--- config.mk ---
export PLATFORM = sky130hd
export DESIGN_NAME = mult32x32_ctrl
export DESIGN_NICKNAME = d
export VERILOG_FILES = /design/src/rtl/mult32x32_ctrl.sv
export SDC_FILE = /design/constraint.sdc
export NUM_CORES = 1
export LEC_CHECK = 0
export BUFFER_PORTS_ARGS = -buffer_cell sky130_fd_sc_hd__buf_2
export CAP_MARGIN = 20
export CORE_AREA = 2 2 39 41
export DETAILED_ROUTE_END_ITERATION = 7
export DIE_AREA = 0 0 41 43
export GPL_ROUTABILITY_DRIVEN = 0
export PLACE_DENSITY_LB_ADDON = 0.08
export SLEW_MARGIN = 20
export SYNTH_ARGS = -nofsm -noshare
export SYNTH_HDL_FRONTEND = slang
export SYNTH_SLANG_ARGS = --single-unit
--- constraint.sdc ---
create_clock -name clk -period 1.2 [get_ports clk]
set_clock_uncertainty 0.1 [all_clocks]
set_input_delay 0.06 -clock clk [delete_from_list [all_inputs] [get_ports clk]]
set_output_delay 0.06 -clock clk [all_outputs]
set_load 0.01 [all_outputs]
--- src/rtl/mult32x32_ctrl.sv ---
// Sequencing FSM for the 32x32 multiplier: steps eight 8x16 partial products into the product register.
// Optional abort input enabled by defining MULT32X32_CTRL_ABORT_EN.
module mult32x32_ctrl #(
    parameter int ORDER = 0
) (
    input  logic       clk,
    input  logic       reset,
    input  logic       start,
`ifdef MULT32X32_CTRL_ABORT_EN
    input  logic       abort,
`endif
    output logic       busy,
    output logic       done,
    output logic [1:0] a_sel,
    output logic       b_sel,
    output logic [2:0] shift_sel,
    output logic       upd_prod,
    output logic       clr_prod
);

    typedef enum logic {IDLE, RUN} state_t;

    state_t     state_q, state_d;
    logic [2:0] k_q, k_d;
    logic       done_q, done_d;

    always_ff @(posedge clk or posedge reset) begin
        if (reset) begin
            state_q <= IDLE;
            k_q     <= 3'd0;
            done_q  <= 1'b0;
        end else begin
            state_q <= state_d;
            k_q     <= k_d;
            done_q  <= done_d;
        end
    end

    always_comb begin
        state_d  = state_q;
        k_d      = k_q;
        done_d   = 1'b0;
        busy     = 1'b0;
        upd_prod = 1'b0;
        clr_prod = 1'b0;
        a_sel    = 2'd0;
        b_sel    = 1'b0;
        case (state_q)
            IDLE: begin
                // Clear cycle: the product is zeroed on the accepting edge.
                if (start && !reset) begin
                    upd_prod = 1'b1;
                    clr_prod = 1'b1;
                    state_d  = RUN;
                    k_d      = 3'd0;
                end
            end
            RUN: begin
                busy     = 1'b1;
                upd_prod = 1'b1;
                if (ORDER == 0) begin
                    a_sel = k_q[1:0];
                    b_sel = k_q[2];
                end else begin
                    a_sel = k_q[2:1];
                    b_sel = k_q[0];
                end
                k_d = k_q + 3'd1;
                if (k_q == 3'd7) begin
                    state_d = IDLE;
                    done_d  = 1'b1;
                end
`ifdef MULT32X32_CTRL_ABORT_EN
                if (abort) begin
                    upd_prod = 1'b0;
                    state_d  = IDLE;
                    k_d      = 3'd0;
                    done_d   = 1'b0;
                end
`endif
            end
            default: state_d = IDLE;
        endcase
    end

    // Byte offset of the partial product: A-byte index plus two bytes per B-word.
    assign shift_sel = {1'b0, a_sel} + {1'b0, b_sel, 1'b0};
    assign done      = done_q;

endmodule

; Yosys cells after proc, flatten, opt, wreduce, memory -nomap -nowiden
; Cells that the tools add are included.
[totals]
reg_bits = 5
output_inout_bits = 10
elab_cells = 22
[classes]
addsub = 2
eq_ne = 2
n_mux = 12
n_bitwise = 1
reduce_logical = 2
[op_table]
columns = cell, count
row1 = $mux 1, 7
row2 = $pmux 3 s2, 1
row3 = $pmux 1 s2, 2
row4 = $add 2x2->3, 1
row5 = $add 3x1->3 const B, 1
row6 = $eq 3x3->1 const B, 1
row7 = $mux 3, 1
row8 = $mux 2, 1
row9 = $ne 2x2->1 const B, 1
row10 = $logic_and 1x1->1, 1
row11 = $logic_not 1->1, 1
row12 = $not 1->1, 1

; Longest topological paths before layout
; Gate-level depths: netlist (run 1).
[depth]
word_depth = 4
ltp_mapped = 4
ltp_nobuf = 4

; Worst setup path after synthesis (run 1)
; Ideal clock, no wire load.
[synth_path]
path_type = register to output
from = reg state_q
to = out shift_sel[1]
t_arrival_ps = 1096
required_time_ps = 1040
slack_ps = -56
stages_incl_launch_ff = 4
path_cell_list = dfrtp_1 > buf_6 > and2_1 > ha_1
[synth_between]
elab_chain_cells = 2
[synth_rtl]
columns = item, line_no
row1 = "start, declared", 23  ; state_t state_q, state_d;
row2 = "start signal, assigned", 33  ; state_q <= state_d;
row3 = $mux 2, 48  ; case (state_q)
row4 = net a_sel[1], 14  ; output logic [1:0] a_sel,
row5 = $add 2x2->3, 87  ; assign shift_sel = {1'b0, a_sel} + {1'b0, b_sel, 1'b0};
row6 = "end, declared", 16  ; output logic [2:0] shift_sel,
; The timed path passes the listed nets, and every way through them passes these cells.

; Worst setup path in the final report (run 1)
[layout_path]
from = reg state_q
to = out shift_sel[1]
[layout_between]
elab_chain_cells = 2
[layout_rtl]
columns = item, line_no
row1 = $mux 2 / $mux 1 (equally long branches), 48
row2 = $add 2x2->3 (*), 87
; Every way passes the cells marked *; elsewhere a longest branch is shown, timed or not.

==> results of run 1 <==
## registers in the layout (all words and copies together) (netlist names)
name     count
k_q          3
state_q      1
done         1
## worst max-delay path: stages, from the launching register on
cell and delay (ns):
sky130_fd_sc_hd__dfrtp_1 0.39, sky130_fd_sc_hd__and2_4 0.18, sky130_fd_sc_hd__ha_4 0.23, sky130_fd_sc_hd__buf_6 0.11
## final cells by class
type	count	area, sq um	share of cell area [%]
tap	16	20.0	4.16
timing repair buffer	16	105	21.8
clock buffer	4	26.3	5.45
inverter	1	3.75	0.779
multi-input combinational	21	201	41.8
sequential	5	125	26.0
## cell usage after synthesis
cell	instances	area, sq um
sky130_fd_sc_hd__nand2b_1	5	31.3
sky130_fd_sc_hd__nor2_1	1	3.75
sky130_fd_sc_hd__buf_6	1	11.3
sky130_fd_sc_hd__ha_1	3	37.5
sky130_fd_sc_hd__nand2_1	2	7.51
sky130_fd_sc_hd__nand2b_4	1	13.8
sky130_fd_sc_hd__dfrtp_1	5	125
sky130_fd_sc_hd__nor2b_4	1	13.8
sky130_fd_sc_hd__inv_1	1	3.75
sky130_fd_sc_hd__o21ai_2	3	26.3
sky130_fd_sc_hd__and2_1	4	25.0
sky130_fd_sc_hd__buf_4	1	7.51
sky130_fd_sc_hd__mux2i_1	1	10.0
## cell usage in the layout (no fill, tap or decap)
cell type                       instances
sky130_fd_sc_hd__and2_1                 2
sky130_fd_sc_hd__and2_4                 2
sky130_fd_sc_hd__buf_2                 10
sky130_fd_sc_hd__buf_4                  3
sky130_fd_sc_hd__buf_6                  2
sky130_fd_sc_hd__clkbuf_1               1
sky130_fd_sc_hd__clkbuf_4               3
sky130_fd_sc_hd__dfrtp_1                5
sky130_fd_sc_hd__dlygate4sd3_1          1
sky130_fd_sc_hd__ha_2                   1
sky130_fd_sc_hd__ha_4                   2
sky130_fd_sc_hd__inv_1                  1
sky130_fd_sc_hd__mux2i_1                1
sky130_fd_sc_hd__nand2_1                2
sky130_fd_sc_hd__nand2b_1               5
sky130_fd_sc_hd__nand2b_4               1
sky130_fd_sc_hd__nor2_1                 1
sky130_fd_sc_hd__nor2b_4                1
sky130_fd_sc_hd__o21ai_2                3
## where the power goes
part / switching (uW) / internal (uW) / total [uW]
logic: 407 / 493 / 900
clock network: 69.1 / 126 / 195
registers: 43.8 / 248 / 292
total: 520 / 867 / 1390
## metrics by stage
step                TNS (ns)  total power [uW]  utilization [%]
finish                -0.238              1390             34.8
global route          -0.498              1510             34.8
CTS                   -0.329              1360             33.2
detailed placement         0              1050             29.7
global placement           0              1050             29.7
floorplan                  0               876                -
## metal layers
metal,up-vias,track usage (%)
met5,-,0
met4,0,6.00
met3,0,4.71
met2,5,13.8
met1,120,7.87
li1,128,-
## logic make-up (layout without fill, tap and decap cells)
logic type / Yosys count / count (layout) / share of synthesized area (%)
adders and majority gates: 3 / 3 / 11.9
DFF: 5 / 5 / 39.5
buffers and inverters: 3 / 21 / 7.11
and+or+nand+nor: 14 / 14 / 30.0
muxes: 1 / 1 / 3.16
AOI/OAI and AO/OA: 3 / 3 / 8.30
## what timing repair did
item,CTS,global route
hold buffers,1,0
pin swaps,2,4
setup buffers,0,1
setup endpoints to repair,7,8
gates resized for setup,2,2
hold endpoints to repair,5,0
## how the worst min path moves through the flow
| stage | startpoint | endpoint | cells after the start |
|---|---|---|---|
| 2_1_floorplan | reset | done$_DFF_PP0_ | 1 |
| 3_3_place_gp | reset | k_q[0]$_DFFE_PP0P_ | 2 |
| 3_5_place_dp | reset | k_q[0]$_DFFE_PP0P_ | 2 |
| 4_1_cts | start | state_q$_DFF_PP0_ | 3 |
| 5_1_grt | start | state_q$_DFF_PP0_ | 3 |
| 6_report | start | state_q$_DFF_PP0_ | 3 |
==> impl_metrics.sql, run 1 <==
INSERT INTO impl_metrics (metric_group, metric, value, unit) VALUES
('place', 'dpl.cell_count', '57', ''),
('synthesis', 'synth_cell_type_count', '13', ''),
('setup_path', 'worst-path-max-fanout', '3', ''),
('setup_path', 'kind_of_capture_point_of_the_worst_setup_path', 'output pin', ''),
('cts', 'clockBufferDepth', '2', ''),
('hold_path', 'hold_path_class', 'input port to register', ''),
('route', 'highest_layer', 'met3', ''),
('job', 'maxCapViolations', '0', ''),
('cts', 'clock_tree_from_tritoncts', 'built', ''),
('final_layout', 'layout.filler_cells', '147', ''),
('place', 'numPortBuffers', '12', ''),
('global_route', 'antenna_violations_before_repair', '0', ''),
('setup_path', 'cp_data_arrival_time', '1.14', 'ns'),
('timing', 'rsz0062_at_grt', 'true', ''),
('setup_path', 'timing.rr.end', 'k_q[2]$_DFFE_PP0P_', ''),
('route', 'route.detailed.vias_per_inst', '4.02', ''),
('pwr', 'power.leakage', '0.000239', 'uW'),
('route', 'total_length_of_routed_met3_wires', '27', 'um'),
('floorplanning', 'start_util', '22.9', '%'),
('place', 'place.detailed.hpwl', '450', 'um'),
('run_status', 'violated_checks', 'setup timing', ''),
('route', 'met1Wirelength', '243', 'um'),
('final_layout', 'post_route_cells_drive_above_1_share', '59.6', '%'),
('run_status', 'run_status', 'finished, violations left', ''),
('floorplanning', 'pin_count', '13', ''),
('timing', 'setup_slack_after_layout', '-0.0997', 'ns'),
('synthesis', 'synthCells', '29', ''),
('route', 'post_drt_wl_per_cell', '9.78', 'um'),
('floorplanning', 'chipWidth', '41', 'um'),
('timing', 'maxClockFrequency', '769', 'MHz'),
('final_layout', 'layoutNonFillerInstCount', '63', ''),
('global_route', 'grt.total_usage', '8.69', '%'),
('setup_path', 'worst_setup_path_endpoint', 'shift_sel[1]', ''),
('final_layout', 'n_antenna_cell', '0', ''),
('setup_path', 'timing.reg2reg.worst_path_depth', '4', ''),
('cts', 'h_tree_levels', '1', ''),
('timing', 'whs', '0.0201', 'ns'),
('global_route', 'global_route.overflow_total', '0', ''),
('pwr', 'vdd.ir_drop.worst', '788', 'uV'),
('setup_path', 'reg2reg_setup_slack', '0.07', 'ns'),
('final_layout', 'nNetsFinal', '54', ''),
('route', 'drt_pre_antenna_iters', '2', ''),
('global_route', 'first_pass_grt_wire_length', '952', 'um'),
('timing', 'final.period_utilization', '108', '%'),
('cts', 'clock_sinks', '5', ''),
('place', 'placement.cell_area', '410', 'sq um'),
('setup_path', 'setup.worst_path.start', 'state_q$_DFF_PP0_', ''),
('floorplanning', 'design.core.area', '0.00138', 'sq mm'),
('timing', 'tightestPinTransition', '0.196', 'ns'),
('synthesis', 'synth.avg_cell_area', '10.9', 'sq um'),
('route', 'drt.antenna.violating_nets', '0', ''),
('global_route', 'grt_max_degree', '13', ''),
('timing', 'final_report_setup_violation_count', '5', ''),
('setup_path', 'critical_path.reg2reg.startpoint', 'k_q[1]$_DFFE_PP0P_', ''),
('final_layout', 'final_area', '482', 'sq um'),
('synthesis', 'yosys_warnings', '0', ''),
('pwr', 'power.density_cell_area', '2880', 'mW/mm^2'),
('cts', 'clock-root-buffer', 'sky130_fd_sc_hd__clkbuf_4', ''),
('setup_path', 'data_required_time_at_the_worst_endpoint', '1.04', 'ns'),
('route', 'detail_route.wirelength', '616', 'um'),
('floorplanning', 'floorplan.rows', '14', ''),
('floorplanning', 'die_area', '0.00176', 'sq mm'),
('timing', 'final_period_minus_worst_setup_slack', '1.30', 'ns'),
('synthesis', 'sequential_share_of_the_synthesized_area', '39.5', '%'),
('cts', 'clkLatencyLatePin', '0.24', 'ns'),
('place', 'dp_worst_setup_slack', '0.0217', 'ns'),
('route', 'vias', '253', ''),
('global_route', 'first_global_vias', '249', ''),
('final_layout', 'area_growth', '52.2', '%'),
('route', 'iteration_0_drc_count_of_the_detailed_router', '1', ''),
('floorplanning', 'die_h', '43', 'um'),
('cts', 'cts_made_buffers', '3', ''),
('synthesis', 'synth-seq-cells', '5', ''),
('timing', 'rel_slew_slack', '86.9', '%'),
('synthesis', 'synth_area', '317', 'sq um'),
('setup_path', 'critPathKind', 'register to output pin', ''),
('route', 'route.met2.wl', '345', 'um'),
('cts', 'clock_slew_at_the_register_clock_pins_of_the_worst_setup_and_hold_paths', '0.04', 'ns'),
('synthesis', 'synthesis.nets', '35', ''),
('route', 'drcViolationCount', '0', ''),
('setup_path', 'setup.worst_path.start_class', 'register', ''),
('timing', 'hold_viol', '0', ''),
('timing', 'final_max_slew_viol_count', '0', '');
(Power assumes the default switching activity.)
==> run 2, diff against run 1 <==
Clock period 1.2 ns to 1.6 ns, I/O delays scaled along.
==> impl_metrics.sql, run 2 (synthesized netlist as in run 1, its figures left out) <==
INSERT INTO impl_metrics (metric_group, metric, value, unit) VALUES
('global_route', 'first_global_vias', '229', ''),
('route', 'detail_route.wirelength', '603', 'um'),
('floorplanning', 'die_area', '0.00176', 'sq mm'),
('final_layout', 'registers.top_by_ff_count', 'k_q', ''),
('floorplanning', 'pin_count', '13', ''),
('timing', 'hold_viol', '0', ''),
('final_layout', 'largest_reg_flops', '3', ''),
('floorplanning', 'design.core.area', '0.00138', 'sq mm'),
('place', 'placement.cell_area', '385', 'sq um'),
('hold_path', 'hold_path_class', 'input port to register', ''),
('final_layout', 'layout.filler_cells', '156', ''),
('final_layout', 'final_area', '422', 'sq um'),
('cts', 'clockBufferDepth', '2', ''),
('route', 'post_drt_wl_per_cell', '9.89', 'um'),
('route', 'route.detailed.vias_per_inst', '4.08', ''),
('cts', 'clock-root-buffer', 'sky130_fd_sc_hd__clkbuf_4', ''),
('final_layout', 'final_util', '30.5', '%'),
('setup_path', 'critPathKind', 'register to output pin', ''),
('final_layout', 'mostFrequentLayoutCells', 'sky130_fd_sc_hd__buf_2, sky130_fd_sc_hd__nand2b_1, sky130_fd_sc_hd__dfrtp_1, sky130_fd_sc_hd__and2_1', ''),
('timing', 'rel_slew_slack', '86.9', '%'),
('timing', 'final_max_slew_viol_count', '0', ''),
('timing', 'whs', '0.0278', 'ns'),
('pwr', 'power.leakage', '0.000227', 'uW'),
('floorplanning', 'floorplan.rows', '14', ''),
('pwr', 'power.density_cell_area', '2040', 'mW/mm^2'),
('timing', 'final_period_minus_worst_setup_slack', '1.40', 'ns'),
('place', 'place.detailed.hpwl', '491', 'um'),
('floorplanning', 'chipWidth', '41', 'um'),
('timing', 'maxClockFrequency', '715', 'MHz'),
('cts', 'clock_sinks', '5', ''),
('floorplanning', 'start_util', '22.9', '%'),
('setup_path', 'cp_data_arrival_time', '1.22', 'ns'),
('setup_path', 'data_required_time_at_the_worst_endpoint', '1.42', 'ns'),
('cts', 'clkLatencyLatePin', '0.24', 'ns'),
('final_layout', 'area_growth', '33.2', '%'),
('route', 'drt_pre_antenna_iters', '2', ''),
('cts', 'cts_setup_buffers', '0', ''),
('pwr', 'vdd.ir_drop.worst', '633', 'uV'),
('global_route', 'grt.total_usage', '9.08', '%'),
('global_route', 'antenna_violations_before_repair', '0', ''),
('route', 'drt.antenna.violating_nets', '0', ''),
('setup_path', 'kind_of_capture_point_of_the_worst_setup_path', 'output pin', ''),
('timing', 'final.period_utilization', '87.4', '%'),
('global_route', 'grt_max_degree', '13', ''),
('setup_path', 'worst-path-max-fanout', '3', ''),
('setup_path', 'reg2reg_setup_slack', '0.38', 'ns'),
('job', 'maxCapViolations', '0', ''),
('final_layout', 'post_route_cells_drive_above_1_share', '46.7', '%'),
('cts', 'clock_tree_from_tritoncts', 'built', ''),
('place', 'numPortBuffers', '12', ''),
('floorplanning', 'die_h', '43', 'um'),
('cts', 'h_tree_levels', '1', ''),
('global_route', 'first_pass_grt_wire_length', '952', 'um'),
('route', 'iteration_0_drc_count_of_the_detailed_router', '1', ''),
('route', 'vias', '249', ''),
('timing', 'tightestPinTransition', '0.196', 'ns'),
('cts', 'clock_slew_at_the_register_clock_pins_of_the_worst_setup_and_hold_paths', '0.04', 'ns'),
('route', 'drcViolationCount', '0', ''),
('timing', 'finalSetupTns', '0', 'ns'),
('global_route', 'global_route.overflow_total', '0', ''),
('cts', 'cts_resized', '0', ''),
('run_status', 'run_status', 'finished, final reports clean', ''),
('timing', 'final_report_setup_violation_count', '0', ''),
('timing', 'rsz0062_at_grt', 'false', ''),
('final_layout', 'nNetsFinal', '52', ''),
('cts', 'cts_made_buffers', '3', ''),
('setup_path', 'setup.worst_path.start_class', 'register', ''),
('final_layout', 'mostFrequentLayoutCell', 'sky130_fd_sc_hd__buf_2', ''),
('final_layout', 'n_antenna_cell', '0', '');
-- run 2: repair_timing --
action,in CTS,in global routing
endpoints found under the setup margin,0,0
hold buffers,1,0
endpoints found under the hold margin,5,0
-- run 2: area by class of cell --
type | instances | area (sq um) | area share, %
Multi-Input combinational cell | 21 | 169 | 40.1
Sequential cell | 5 | 125 | 29.7
Timing Repair Buffer | 14 | 77.6 | 18.4
Clock buffer | 4 | 26.3 | 6.23
Tap cell | 16 | 20.0 | 4.75
Inverter | 1 | 3.75 | 0.890
-- run 2: where the power goes --
part	total [uW]	leakage [uW]	switching, uW	internal, uW
clock network	145	0.0000150	50.7	94.2
logic	486	0.000151	250	237
registers	229	0.0000601	42.5	187
total	860	0.000227	343	517
-- run 2: critical path, stage by stage (launching register included) --
cell,delay [ns]
sky130_fd_sc_hd__dfrtp_1,0.39
sky130_fd_sc_hd__and2_1,0.16
sky130_fd_sc_hd__ha_1,0.29
sky130_fd_sc_hd__buf_2,0.14
-- run 2: layer usage --
metal | share of wire (%) | vias to the layer above | global-route usage, %
met5 | 0 | - | 0
li1 | - | 122 | -
met2 | 48 | 10 | 11.6
met1 | 41 | 115 | 9.48
met4 | 1.8 | 0 | 6.00
met3 | 8.8 | 2 | 7.85
-- run 2: path summary, 6_finish.rpt --
check,cells after the start,start,to
worst max-delay path,3,k_q[1]$_DFFE_PP0P_,shift_sel[1]
worst min-delay path,3,start,state_q$_DFF_PP0_
worst max register to register,4,k_q[0]$_DFFE_PP0P_,k_q[2]$_DFFE_PP0P_
worst min register to register,2,k_q[1]$_DFFE_PP0P_,k_q[1]$_DFFE_PP0P_
max in group asynchronous,3,reset,k_q[2]$_DFFE_PP0P_
min in group asynchronous,3,reset,k_q[1]$_DFFE_PP0P_
-- run 2: stage by stage --
stage	total power, uW	cells	setup WS [ns]
floorplan	593	29	0.324
global placement	718	56	0.393
global route	948	61	0.123
finish	860	61	0.202
detailed placement	735	56	0.370
CTS	885	61	0.175
